[src/rtl/matrix_multiply_pkg.sv]
// Shared types for the matrix multiply sequencer: FSM states, the pipeline token
// that travels alongside RAM reads, and a counter sizing helper.
package matrix_multiply_pkg;

    localparam int MAX_ADDR_WIDTH = 32;

    typedef enum logic [1:0] {
        IDLE,
        ISSUE,
        DRAIN
    } state_t;

    typedef struct packed {
        logic                      valid;
        logic                      first;
        logic                      last;
        logic [MAX_ADDR_WIDTH-1:0] z_addr;
    } token_t;

    // Bits needed to count 0 .. n-1 (at least one bit).
    function automatic int cnt_width(input int n);
        int w;
        w = 1;
        while ((1 << w) < n) w++;
        return w;
    endfunction

endpackage

[src/rtl/matrix_multiply_ctrl_delay.sv]
// Fixed-depth shift register that delays control tokens so they line up with
// RAM read data.
module matrix_multiply_ctrl_delay
    import matrix_multiply_pkg::*;
#(
    parameter int DEPTH = 1
) (
    input  logic   clk,
    input  logic   rst,
    input  token_t tok_in,
    output token_t tok_out
);

    token_t [DEPTH-1:0] stage_reg;

    always_ff @(posedge clk or posedge rst) begin
        if (rst) begin
            stage_reg <= '0;
        end else begin
            stage_reg[0] <= tok_in;
            for (int i = 1; i < DEPTH; i++) begin
                stage_reg[i] <= stage_reg[i-1];
            end
        end
    end

    assign tok_out = stage_reg[DEPTH-1];

endmodule

[src/rtl/matrix_multiply_sequencer.sv]
// Sequences one Z = X*Y product: walks (r,c,k) row-major, drives RAM read
// addresses, and lines up MAC enables and Z writes with the RAM read latency.
module matrix_multiply_sequencer
    import matrix_multiply_pkg::*;
#(
    parameter int ADDR_WIDTH    = 8,
    parameter int X_ROWS        = 5,
    parameter int Y_COLS        = 3,
    parameter int X_COLS_Y_ROWS = 4,
    parameter int RAM_LATENCY   = 1
) (
    input  logic                  clk,
    input  logic                  rst,
    input  logic                  start,
    output logic                  busy,
    output logic                  done,
    output logic [ADDR_WIDTH-1:0] x_addr,
    output logic [ADDR_WIDTH-1:0] y_addr,
    output logic                  mac_en,
    output logic                  mac_clr,
    output logic [ADDR_WIDTH-1:0] z_addr,
    output logic                  z_wen
);

    localparam int K  = X_COLS_Y_ROWS;
    localparam int RW = cnt_width(X_ROWS);
    localparam int CW = cnt_width(Y_COLS);
    localparam int KW = cnt_width(K);

    if (RAM_LATENCY < 1 || ADDR_WIDTH < 1 || ADDR_WIDTH > MAX_ADDR_WIDTH ||
        X_ROWS < 1 || Y_COLS < 1 || K < 1 ||
        longint'(X_ROWS) * longint'(K) > (longint'(1) << ADDR_WIDTH) ||
        longint'(K) * longint'(Y_COLS) > (longint'(1) << ADDR_WIDTH) ||
        longint'(X_ROWS) * longint'(Y_COLS) > (longint'(1) << ADDR_WIDTH)) begin : g_bad_params
        $fatal(1, "matrix_multiply_sequencer: illegal parameter combination");
    end

    state_t                state_reg, state_next;
    logic [RW-1:0]         r_reg;
    logic [CW-1:0]         c_reg;
    logic [KW-1:0]         k_reg;
    logic [ADDR_WIDTH-1:0] x_base_reg, x_addr_reg, y_addr_reg, z_idx_reg, z_addr_reg;
    logic                  tuple_valid_reg, z_wen_reg, done_reg;
    logic                  last_k, last_c, last_r, final_tuple, launch, advance;
    token_t                issue_tok, mac_tok;

    assign last_k      = (k_reg == KW'(K - 1));
    assign last_c      = (c_reg == CW'(Y_COLS - 1));
    assign last_r      = (r_reg == RW'(X_ROWS - 1));
    assign final_tuple = last_r & last_c & last_k;
    assign launch      = (state_reg == IDLE) & start;
    assign advance     = (state_reg == ISSUE) & ~final_tuple;

    always_ff @(posedge clk or posedge rst) begin
        if (rst) state_reg <= IDLE;
        else     state_reg <= state_next;
    end

    always_comb begin
        state_next = state_reg;
        busy       = (state_reg != IDLE);
        case (state_reg)
            IDLE:    if (start)       state_next = ISSUE;
            ISSUE:   if (final_tuple) state_next = DRAIN;
            DRAIN:   if (done_reg)    state_next = IDLE;
            default:                  state_next = IDLE;
        endcase
    end

    // Counters describe the tuple currently on x_addr/y_addr; addresses move by
    // running bases so no multiplier is needed.
    always_ff @(posedge clk or posedge rst) begin
        if (rst) begin
            r_reg <= '0; c_reg <= '0; k_reg <= '0;
            x_base_reg <= '0; x_addr_reg <= '0; y_addr_reg <= '0; z_idx_reg <= '0;
            tuple_valid_reg <= 1'b0;
        end else begin
            tuple_valid_reg <= launch | advance;
            if (launch) begin
                r_reg <= '0; c_reg <= '0; k_reg <= '0;
                x_base_reg <= '0; x_addr_reg <= '0; y_addr_reg <= '0; z_idx_reg <= '0;
            end else if (advance) begin
                if (!last_k) begin
                    k_reg      <= k_reg + KW'(1);
                    x_addr_reg <= x_addr_reg + ADDR_WIDTH'(1);
                    y_addr_reg <= y_addr_reg + ADDR_WIDTH'(Y_COLS);
                end else begin
                    k_reg     <= '0;
                    z_idx_reg <= z_idx_reg + ADDR_WIDTH'(1);
                    if (!last_c) begin
                        c_reg      <= c_reg + CW'(1);
                        x_addr_reg <= x_base_reg;
                        y_addr_reg <= ADDR_WIDTH'(c_reg) + ADDR_WIDTH'(1);
                    end else begin
                        c_reg      <= '0;
                        r_reg      <= r_reg + RW'(1);
                        x_base_reg <= x_base_reg + ADDR_WIDTH'(K);
                        x_addr_reg <= x_base_reg + ADDR_WIDTH'(K);
                        y_addr_reg <= '0;
                    end
                end
            end
        end
    end

    always_comb begin
        issue_tok        = '0;
        issue_tok.valid  = tuple_valid_reg;
        issue_tok.first  = (k_reg == '0);
        issue_tok.last   = last_k;
        issue_tok.z_addr = MAX_ADDR_WIDTH'(z_idx_reg);
    end

    matrix_multiply_ctrl_delay #(
        .DEPTH (RAM_LATENCY)
    ) u_delay (
        .clk     (clk),
        .rst     (rst),
        .tok_in  (issue_tok),
        .tok_out (mac_tok)
    );

    // The accumulator holds the finished element one cycle after its last MAC.
    always_ff @(posedge clk or posedge rst) begin
        if (rst) begin
            z_wen_reg  <= 1'b0;
            done_reg   <= 1'b0;
            z_addr_reg <= '0;
        end else begin
            z_wen_reg <= mac_tok.valid & mac_tok.last;
            done_reg  <= mac_tok.valid & mac_tok.last &
                         (mac_tok.z_addr == MAX_ADDR_WIDTH'(X_ROWS * Y_COLS - 1));
            if (mac_tok.valid & mac_tok.last) z_addr_reg <= mac_tok.z_addr[ADDR_WIDTH-1:0];
        end
    end

    assign x_addr  = x_addr_reg;
    assign y_addr  = y_addr_reg;
    assign mac_en  = mac_tok.valid;
    assign mac_clr = mac_tok.valid & mac_tok.first;
    assign z_addr  = z_addr_reg;
    assign z_wen   = z_wen_reg;
    assign done    = done_reg;

endmodule

[config.mk]
export PLATFORM = sky130hd
export DESIGN_NAME = matrix_multiply_sequencer
export DESIGN_NICKNAME = d
export VERILOG_FILES = /design/src/rtl/matrix_multiply_pkg.sv /design/src/rtl/matrix_multiply_ctrl_delay.sv /design/src/rtl/matrix_multiply_sequencer.sv
export SDC_FILE = /design/constraint.sdc
export NUM_CORES = 1
export LEC_CHECK = 0
export CAP_MARGIN = 20
export CORE_AREA = 3 3 94 78
export CTS_CLUSTER_DIAMETER = 30
export DETAILED_ROUTE_END_ITERATION = 10
export DIE_AREA = 0 0 97 81
export GPL_TIMING_DRIVEN = 0
export PLACE_DENSITY = 0.65
export SLEW_MARGIN = 15
export SYNTH_ARGS = -nofsm -noshare
export SYNTH_HDL_FRONTEND = slang
export SYNTH_SLANG_ARGS = --single-unit
[constraint.sdc]
create_clock -name clk -period 1.94 [get_ports clk]
set_input_delay 0.194 -clock clk [delete_from_list [all_inputs] [get_ports clk]]
set_output_delay 0.194 -clock clk [all_outputs]
set_load 0.03 [all_outputs]
==> results of run 1 <==
==> worst max-delay path, delay by kind of cell, from the launching register on <==
kind | cells | cell delay [ns]
buffers and inverters | 2 | 0.25
and+or+nand+nor | 3 | 0.41
adders and majority gates | 1 | 0.24
DFF | 1 | 0.39
xor gates and xnor gates | 1 | 0.15
AOI/OAI and AO/OA | 1 | 0.25
==> metrics by stage <==
step,utilization,setup WS (ns),instance area [um^2],setup TNS [ns],power (W)
3_3_place_gp,0.520,-0.895,3330,-54.44,0.00483
5_1_grt,0.549,0.00769,3520,0,0.00634
4_1_cts,0.547,0.0413,3510,0,0.00594
6_report,0.549,0.122,3520,0,0.00591
3_5_place_dp,0.520,0.0721,3330,0,0.00490
2_1_floorplan,-,0.233,2920,0,0.00400
==> repair_timing <==
action                     in CTS  in global routing
pin swaps                       0                  0
setup endpoints to repair       1                 14
resized for setup               1                  7
buffers inserted                0                  0
==> logic make-up after synthesis <==
group	count (synthesis)	synth area share
flops	61	0.524
xor+xnor	18	0.0541
fa+ha+maj	8	0.0343
buf+inv	25	0.0412
mux	13	0.0485
simple gates	106	0.193
compound gates	48	0.106
==> cells in the final DEF, fill, tap and decap left out, types with 4 or more instances in the layout <==
cell type        count
dfrtp_1             61
nor3_1               5
xnor2_1             10
nor2_1              25
nand3_1             10
mux2_2               9
o31ai_1              5
mux2i_1              4
xor2_1               8
a22o_1               5
ha_1                 7
o21ai_0             17
inv_1               14
nand4_1              5
nand2_1             31
and3_1               8
a21oi_1              9
clkbuf_8             9
clkdlybuf4s50_1     30
==> cells in the mapped netlist, types with 4 or more instances <==
master / count
a22o_1: 5
inv_1: 15
o31ai_1: 5
clkbuf_1: 4
nand3_1: 11
mux2i_1: 4
nand2_1: 31
xor2_1: 8
nor2_1: 25
a21oi_1: 9
dfrtp_1: 61
nor3_1: 5
nand4_1: 5
and3_1: 8
xnor2_1: 10
mux2_2: 9
o21ai_0: 17
ha_1: 8
==> routing by layer <==
| metal | track usage | share of wire |
|---|---|---|
| met5 | 0 | 0 |
| met4 | 0.0785 | 0.021 |
| met3 | 0.0575 | 0.062 |
| met2 | 0.251 | 0.41 |
| met1 | 0.246 | 0.51 |
==> worst min path at each step <==
| stage | startpoint | end | slack (ns) | depth (start not counted) |
|---|---|---|---|---|
| after detailed placement | tuple_valid_reg | u_delay.tok_out[34] | 0.34 | 0 |
| after global placement | tuple_valid_reg | u_delay.tok_out[34] | 0.33 | 0 |
| after floorplan | tuple_valid_reg | u_delay.tok_out[34] | 0.33 | 0 |
| after global routing | tuple_valid_reg | u_delay.tok_out[34] | 0.37 | 0 |
| after CTS | rst | u_delay.tok_out[34] | 0.36 | 2 |
| final | rst | u_delay.tok_out[34] | 0.33 | 2 |
==> power groups by stage <==
| stage | registers, W | logic (W) | clock network (W) |
|---|---|---|---|
| after floorplan | 0.00260 | 0.00141 | 0 |
| after global placement | 0.00226 | 0.00258 | 0 |
| after detailed placement | 0.00228 | 0.00262 | 0 |
| after CTS | 0.00226 | 0.00264 | 0.00104 |
| after global routing | 0.00233 | 0.00291 | 0.00110 |
| final | 0.00225 | 0.00264 | 0.00102 |
==> area by class of cell <==
cell class              count  area [um^2]
plain buffers               9         65.1
repair buffers             31          309
clock buffers               9          124
flip-flops and latches     61         1530
well taps                  84          105
multi-input cells         193         1280
inverters                  15         58.8
fillers                   600         2890
clock inverters             7         51.3
==> flow_summary.yaml, run 1 <==
outcome:
  status: "finished clean"
worst_setup_path:
  cp-endpoint: "y_addr[3]"
  cp_max_fo: 6
  worstSetupPathType: "reg2reg"
  cp_common_cell: "inv_1"
  reg2regPathDepth: 8
  required_ns: 2.17
  setup.worst_path.start_class: "flop"
  r2r_setup_slack_ns: 0.12
  crit_start: "r_reg[0]"
  worstPathArrival_ns: 2.05
  critPathSlowestCell: "dfrtp_1"
  r2r-start: "r_reg[0]"
  cp_cell_sequence: "inv_1 -> ha_1 -> and4b_4 -> a31o_4 -> inv_1 -> nand3_1 -> xor2_1 -> nor2_1"
  timing.critical_path.slowest_cell_delay_ns: 0.39
  reg2reg_to: "y_addr[3]"
  end_kind: "flop"
pwr:
  clock_power_share: 0.172
  p_leak_nw: 1.54
  power_switching_w: 0.00250
  p_seq_frac: 0.381
  combPwrFrac: 0.446
  p_per_area_nw_per_um2: 1680
  switching_share: 0.423
  peakVddDrop_mv: 0.760
  internal_power_w: 0.00341
hold_path:
  hp-class: "in2async"
grt:
  grt_pass1_wl_um: 10700
  grt_pass1_vias: 2205
  antenna_found_initial: 0
  grt_max_degree: 62
  grt-ovfl-total: 0
  grt_usage: 0.176
sta:
  period_share: 0.937
  timing.hold.ws_ns: 0.327
  finalCriticalPeriod_ns: 1.82
  clock-skew-final_ns: 0.00524
  hold_violations: 0
  setup_viol: 0
  worst_pin_slew_ns: 0.757
  fmax_mhz: 550
  drv_slew: 0
  rsz0062_at_grt: "no"
  max_slew_margin: 0.495
run:
  max_cap_violations: 0
final_layout:
  largest_reg_flops: 11
  antennaDiodeCount: 0
  drive_above_1_share: 0.132
  stdcell_count: 409
  area_growth_pct: 20.6
  final_nets: 331
synth:
  synth-seq-area-share: 0.524
  async_reset_ff_frac: 1.00
  syn_inst: 279
  avgSynthCellArea_um2: 10.4
  synthTopCellsByArea: "dfrtp_1, nand2_1, mux2_2, ha_1, nor2_1"
  postSynth.topFlopCell: "dfrtp_1"
  yosysWarnings: 0
  synth_fp_nets: 290
  ys_ff_latch: 61
  synthDistinctLibCells: 42
  synth_top_area_cell: "dfrtp_1"
  synth_edf_count: 0
  syn-cell-area_um2: 2920
  synth.top_cell.area_share: 0.524
routing:
  drt_iter0_markers: 150
  via_per_inst: 5.37
  wl_per_cell_um: 15.4
  drcViolationCount: 0
  via_count: 2197
  drtPass1Iterations: 4
  ant_nets: 0
  wirelength_um: 6310
placed_design:
  gp_congestion: 0.875
  dp_cells: 394
  placement.io_buffers: 31
  hpwl_um: 4260
clock_tree:
  cts_buffers: 9
  cts_hold_buf: 0
  cts_htree_levels: 3
  cts.sinks: 61
  cts_root_buf: "clkbuf_8"
  cts_tree: "done"
  clockBufferDepth: 2
  insertion_delay_ns: 0.35
  clkTransAtPathRegs_ns: 0.07
die:
  core_um2: 6410
  die_area_um2: 7860
  start_util: 0.455
  rows: 26
  num_io_pins: 32
  dieHeight_um: 81
  die_w_um: 97
No activity file was read; power rests on OpenSTA's default activity.
==> run 2, diff against run 1 <==
--- a/config.mk
+++ b/config.mk
@@ -5,13 +5,12 @@
 export SDC_FILE = /design/constraint.sdc
 export NUM_CORES = 1
 export LEC_CHECK = 0
-export CAP_MARGIN = 20
 export CORE_AREA = 3 3 94 78
 export CTS_CLUSTER_DIAMETER = 30
 export DETAILED_ROUTE_END_ITERATION = 10
 export DIE_AREA = 0 0 97 81
 export GPL_TIMING_DRIVEN = 0
-export PLACE_DENSITY = 0.65
+export PLACE_DENSITY = 0.68
 export SLEW_MARGIN = 15
 export SYNTH_ARGS = -nofsm -noshare
 export SYNTH_HDL_FRONTEND = slang
==> constraint.sdc (replaced) <==
create_clock -name clk -period 1.6 [get_ports clk]
set_input_delay 0.16 -clock clk [delete_from_list [all_inputs] [get_ports clk]]
set_output_delay 0.16 -clock clk [all_outputs]
set_load 0.03 [all_outputs]
==> flow_summary.yaml, run 2 (synthesis results as in run 1) <==
outcome:
  status: "finished with violations"
  violations: "setup timing"
worst_setup_path:
  required_ns: 1.84
  cp_max_fo: 9
  cp_cell_sequence: "buf_6 -> and4b_4 -> a31o_4 -> clkinvlp_4 -> nand3_2 -> xor2_1 -> nor2_1"
  worstSetupPathType: "reg2reg"
  end_kind: "flop"
  setup.worst_path.start_class: "flop"
  worstPathArrival_ns: 1.87
  timing.critical_path.slowest_cell_delay_ns: 0.37
  critPathSlowestCell: "dfrtp_1"
pwr:
  p_seq_frac: 0.346
  p_total_w: 0.00795
  p_leak_nw: 1.77
  internal_power_w: 0.00478
  combPwrFrac: 0.443
  p_per_area_nw_per_um2: 2040
  switching_share: 0.398
  power_switching_w: 0.00317
  peakVddDrop_mv: 0.873
  clock_power_share: 0.211
die:
  dieHeight_um: 81
  die_area_um2: 7860
  core_um2: 6410
  die_w_um: 97
  start_util: 0.455
  rows: 26
  num_io_pins: 32
sta:
  finalCriticalPeriod_ns: 1.63
  rsz0062_at_grt: "yes"
  worst_slack_ns: -0.0346
  max_slew_margin: 0.737
  setup_viol: 5
  worst_pin_slew_ns: 0.394
  fmax_mhz: 612
  drv_slew: 0
  tns_ns: -0.0747
  clock-skew-final_ns: 0.00512
  hold_violations: 0
  period_share: 1.02
final_layout:
  layout_common_cells: "dfrtp_1, nand2_1, nor2_1"
  final_nets: 347
  antennaDiodeCount: 0
  n_fill_cell: 568
  drive_above_1_share: 0.240
  largest_reg_flops: 11
  finish.utilization: 0.607
  final_common_cell: "dfrtp_1"
  fin_area_um2: 3890
  area_growth_pct: 33.3
routing:
  drcViolationCount: 0
  drtPass1Iterations: 4
  wirelength_um: 6520
  via_per_inst: 5.36
  drt_iter0_markers: 167
  ant_nets: 0
  via_count: 2276
  wl_per_cell_um: 15.3
grt:
  grt-ovfl-total: 0
  grt_pass1_wl_um: 11100
  grt_usage: 0.179
  grt_max_degree: 27
  grt_pass1_vias: 2220
  antenna_found_initial: 0
clock_tree:
  cts_root_buf: "clkbuf_8"
  cts.sinks: 61
  cts_buffers: 9
  clockBufferDepth: 2
  cts_htree_levels: 3
  insertion_delay_ns: 0.35
  clkTransAtPathRegs_ns: 0.07
  cts_tree: "done"
  cts_hold_buf: 0
placed_design:
  gp_congestion: 0.861
  hpwl_um: 4380
  placement.io_buffers: 31
  place_area_um2: 3380
  dp_slack_ns: -0.229
run:
  max_cap_violations: 0
hold_path:
  hp-class: "in2async"
==> run 2: cell types whose count changed in the layout (fill, tap and decap cells not counted), moves of 5 or more <==
cell / delta
o21ai_0: -5
buf_6: +5
clkdlybuf4s50_1: -15
dlygate4sd2_1: +12
buf_4: +12
==> run 2: through the flow <==
step                cells  hold WS (ns)
global route          425         0.180
global placement      394         0.333
detailed placement    396         0.341
finish                425         0.142
floorplan             279         0.272
CTS                   421         0.150
==> run 2: timing repair <==
item,CTS,global route
setup buffers,10,4
pin swaps,4,9
setup endpoints to repair,48,29
gates resized for setup,38,34
==> run 2: critical path, delay by kind of cell (launching register included) <==
kind	cells	cell delay [ns]
simple gates	3	0.53
buf+inv	2	0.29
xor+xnor	1	0.15
flops	1	0.37
compound gates	1	0.18
==> run 2: routing by layer <==
layer / GRT usage / share of wire
met2: 0.273 / 0.45
met1: 0.248 / 0.49
met3: 0.0567 / 0.053
met5: 0 / 0
met4: 0.0505 / 0.010
==> run 2: power groups by stage <==
stage	Sequential [W]	Combinational (W)	Clock (W)
3_3_place_gp	0.00274	0.00311	0
4_1_cts	0.00274	0.00332	0.00171
5_1_grt	0.00285	0.00386	0.00176
3_5_place_dp	0.00276	0.00318	0
2_1_floorplan	0.00315	0.00171	0
6_report	0.00275	0.00352	0.00168
==> run 2: area by class of cell <==
type,count,area [um^2],area share
flip-flops and latches,61,1530,0.393
multi-input cells,193,1400,0.361
repair buffers,47,464,0.119
clock buffers,10,128,0.0328
clock inverters,6,111,0.0286
well taps,84,105,0.0270
plain buffers,9,83.8,0.0216
inverters,15,63.8,0.0164
==> run 2: path summary, 6_finish.rpt <==
kind	cells after the start	end	slack (ns)	start
hold reg to reg	0	u_delay.tok_out[34]	0.35	tuple_valid_reg
min in group clk	0	u_delay.tok_out[34]	0.35	tuple_valid_reg
max in group asynchronous	4	state_reg[0]	0.82	rst
setup reg to reg	7	y_addr[3]	-0.03	c_reg[0]
hold / removal	2	x_base_reg[6]	0.14	rst
setup / recovery	7	y_addr[3]	-0.03	c_reg[0]
==> variant (config.mk and constraints of run 1) <==
Re-encode `state_t` (3 states) as one-hot, 3 bits wide.
--- a/src/rtl/matrix_multiply_pkg.sv
+++ b/src/rtl/matrix_multiply_pkg.sv
@@ -4,10 +4,10 @@
 
     localparam int MAX_ADDR_WIDTH = 32;
 
-    typedef enum logic [1:0] {
-        IDLE,
-        ISSUE,
-        DRAIN
+    typedef enum logic [2:0] {
+        IDLE  = 3'b001,
+        ISSUE = 3'b010,
+        DRAIN = 3'b100
     } state_t;
 
     typedef struct packed {
Check against the original RTL: no difference found for any inputs over 10 cycles, from zero or initial values and one cycle with rst high; not proved beyond that.
==> variant against run 1 <==
- the run now ends with setup timing left
- via count down 2.0%
- clock skew up 0.0092 ns
- fmax down 6.6%
- synthesized area down 3.9%
- sequential cell count up 1
- core utilization up 1.7 points
- die area unchanged
- setup slack worse by 0.13 ns
- count of clock-buffer cells in the layout up 1
- cell area up 3.0%
- routed wire length down 3.6%
- critical endpoint is now z_idx_reg[3]$_DFFE_PP0P_
- largest cell class unchanged
Power is not compared: it rests on default switching activity, and its combinational part moved more than twofold at a synthesized area within 25%.
==> variant: results (changes against run 1) <==
| Metric | Value |
|---|---|
| Vias in the first global route | 2,067 (-6.3%) |
| Maximum fanout along the worst path | 8 (+2) |
| Final Slew Violations | 0 (unchanged) |
| Max VDD drop | 568.9 uV |
| Crit path capture | z_idx_reg[3]$_DFFE_PP0P_ |
| Final Skew | 0.01448 ns (+0.009243 ns) |
| Final setup TNS | -0.006884 ns (-0.006884 ns) |
| H-tree depth | 3 (unchanged) |
| Clk slew on worst S/H paths | 0.08 ns |
| Vias/cell | 5.319 (-0.99%) |
| Hold Path Class | in2async |
| Placer Congestion | 0.7990 (-8.7%) |
| Post-CTS setup buffers | 4 (+4) |
| First-pass GRT wire length | 10.41 mm (-3.0%) |
| P_int | 2.675 mW |
| 1st-pass router iterations | 4 (unchanged) |
| Via count | 2,154 (-2.0%) |
| Port Buffer Count | 31 (unchanged) |
| Crit path DAT | 2.22 ns (+0.17 ns) |
| Hold slack | 0.09214 ns (-0.2351 ns) |
| TritonCTS buffer count | 9 (unchanged) |
| Failing checks | setup timing |
| Synth area leaders | dfrtp_1, o21ai_0, mux2_2 |
| Total global-route track usage | 16.94% (-0.70 points) |
| Largest net degree at the start of global routing | 55 (-11%) |
| Post-DP Area | 3246 sq um (-2.6%) |
| Placed cells | 384 (-2.5%) |
| Sequential share of the synthesized area | 55.45% (+3.1 points) |
| Clock Path Buffers | 2 (unchanged) |
| Post-CTS Resized | 20 (+19) |
| Nets | 327 (-1.2%) |
| Synth warn | 0 (unchanged) |
| Root buf cell | clkbuf_8 |
| Seq pwr | 1.60 mW |
| Commonest cells in the synthesized netlist | dfrtp_1, nor2_1, nand2_1 |
| CP Class | reg2reg |
| Max reg flops | 11 (unchanged) |
| Logic pwr share | 30.4% |
| Skew-Pair Late Insertion Delay | 0.35 ns (about the same) |
| Detailed placer's ending HPWL | 3.978 mm (-6.7%) |
| Most used DFF post-synth | dfrtp_1 |
| # diodes | 0 (unchanged) |
| R2R cell count | 6 (-2) |
| Worst slew margin | 63.25% (+14 points) |
| Initial antenna violation count | 0 (unchanged) |
| Outcome | complete, but fails checks |
| Drt wl/cell | 15.01 microns (-2.7%) |
| 1st-iter DRT viols | 75 (-50%) |
| Yosys cell types | 43 (+2.4%) |
| Layout cell share with drive strength beyond 1 | 17.45% (+4.2 points) |
| Post-synth ARST share | 100.0% (unchanged) |
| Final worst-path setup slack | -0.006884 ns (-0.1291 ns) |
| Worst r2r src | state_reg[2]$_DFFE_PP0P_ |
| Syn_nets | 279 (-3.8%) |
| Final setup vio count | 1 (+1) |
| Pleak | 1.648 nW |
| Mapped Cells | 268 (-3.9%) |
variant: changes by cell type in the layout (fill, tap and decap cells not counted), moves of 3 or more:
cell / run 1 / this run
buf_4: 0 / 9
nand2_1: 31 / 24
and3_1: 8 / 2
o31ai_1: 5 / 0
a21o_1: 0 / 4
xnor2_1: 10 / 6
clkbuf_1: 1 / 4
clkbuf_2: 3 / 0
nand3_1: 10 / 7
nor3_1: 5 / 8
variant: logic make-up after synthesis:
kind of cell / Yosys count / synth area share, %
flip-flops: 62 / 55.45
XOR/XNOR: 13 / 4.066
adder cells (fa/ha/maj): 8 / 3.575
AND/OR/NAND/NOR: 94 / 16.40
buffers and inverters: 25 / 3.485
AO/OA/AOI/OAI: 55 / 12.69
multiplexers: 11 / 4.334
variant: worst max-delay path, stage by stage (launching register included):
cell and delay [ns]:
dfrtp_1 0.38, or3b_1 0.38, buf_6 0.15, or3_1 0.32, buf_6 0.16, or3_1 0.34
a21oi_1 0.14
variant: area by class of cell:
class	count	area (sq um)
multi-input combinational	181	1239
buffer	7	52.55
fill	547	2786
clock buffer	10	127.6
sequential	62	1553
clock inverter	6	86.33
tap	84	105.1
inverter	14	55.05
timing repair buffer	41	404.1
variant: routing by layer:
layer / track usage, % / wire [microns] / up-vias
li1: - / - / 1039
met1: 22.94 / 2965 / 1057
met2: 25.69 / 2690 / 54
met3: 6.180 / 377 / 4
met4: 5.049 / 45 / 0
met5: 0 / 0 / -
variant: through the flow:
stage / utilization (%) / setup WS [ns] / power, mW
after detailed placement: 50.64 / -0.3622 / 2.783
after global routing: 56.52 / -0.07170 / 4.323
after CTS: 55.45 / 0.0007938 / 4.088
after floorplan: - / 0.04155 / 2.347
after global placement: 50.18 / -0.9321 / 2.753
final: 56.52 / -0.006884 / 4.087
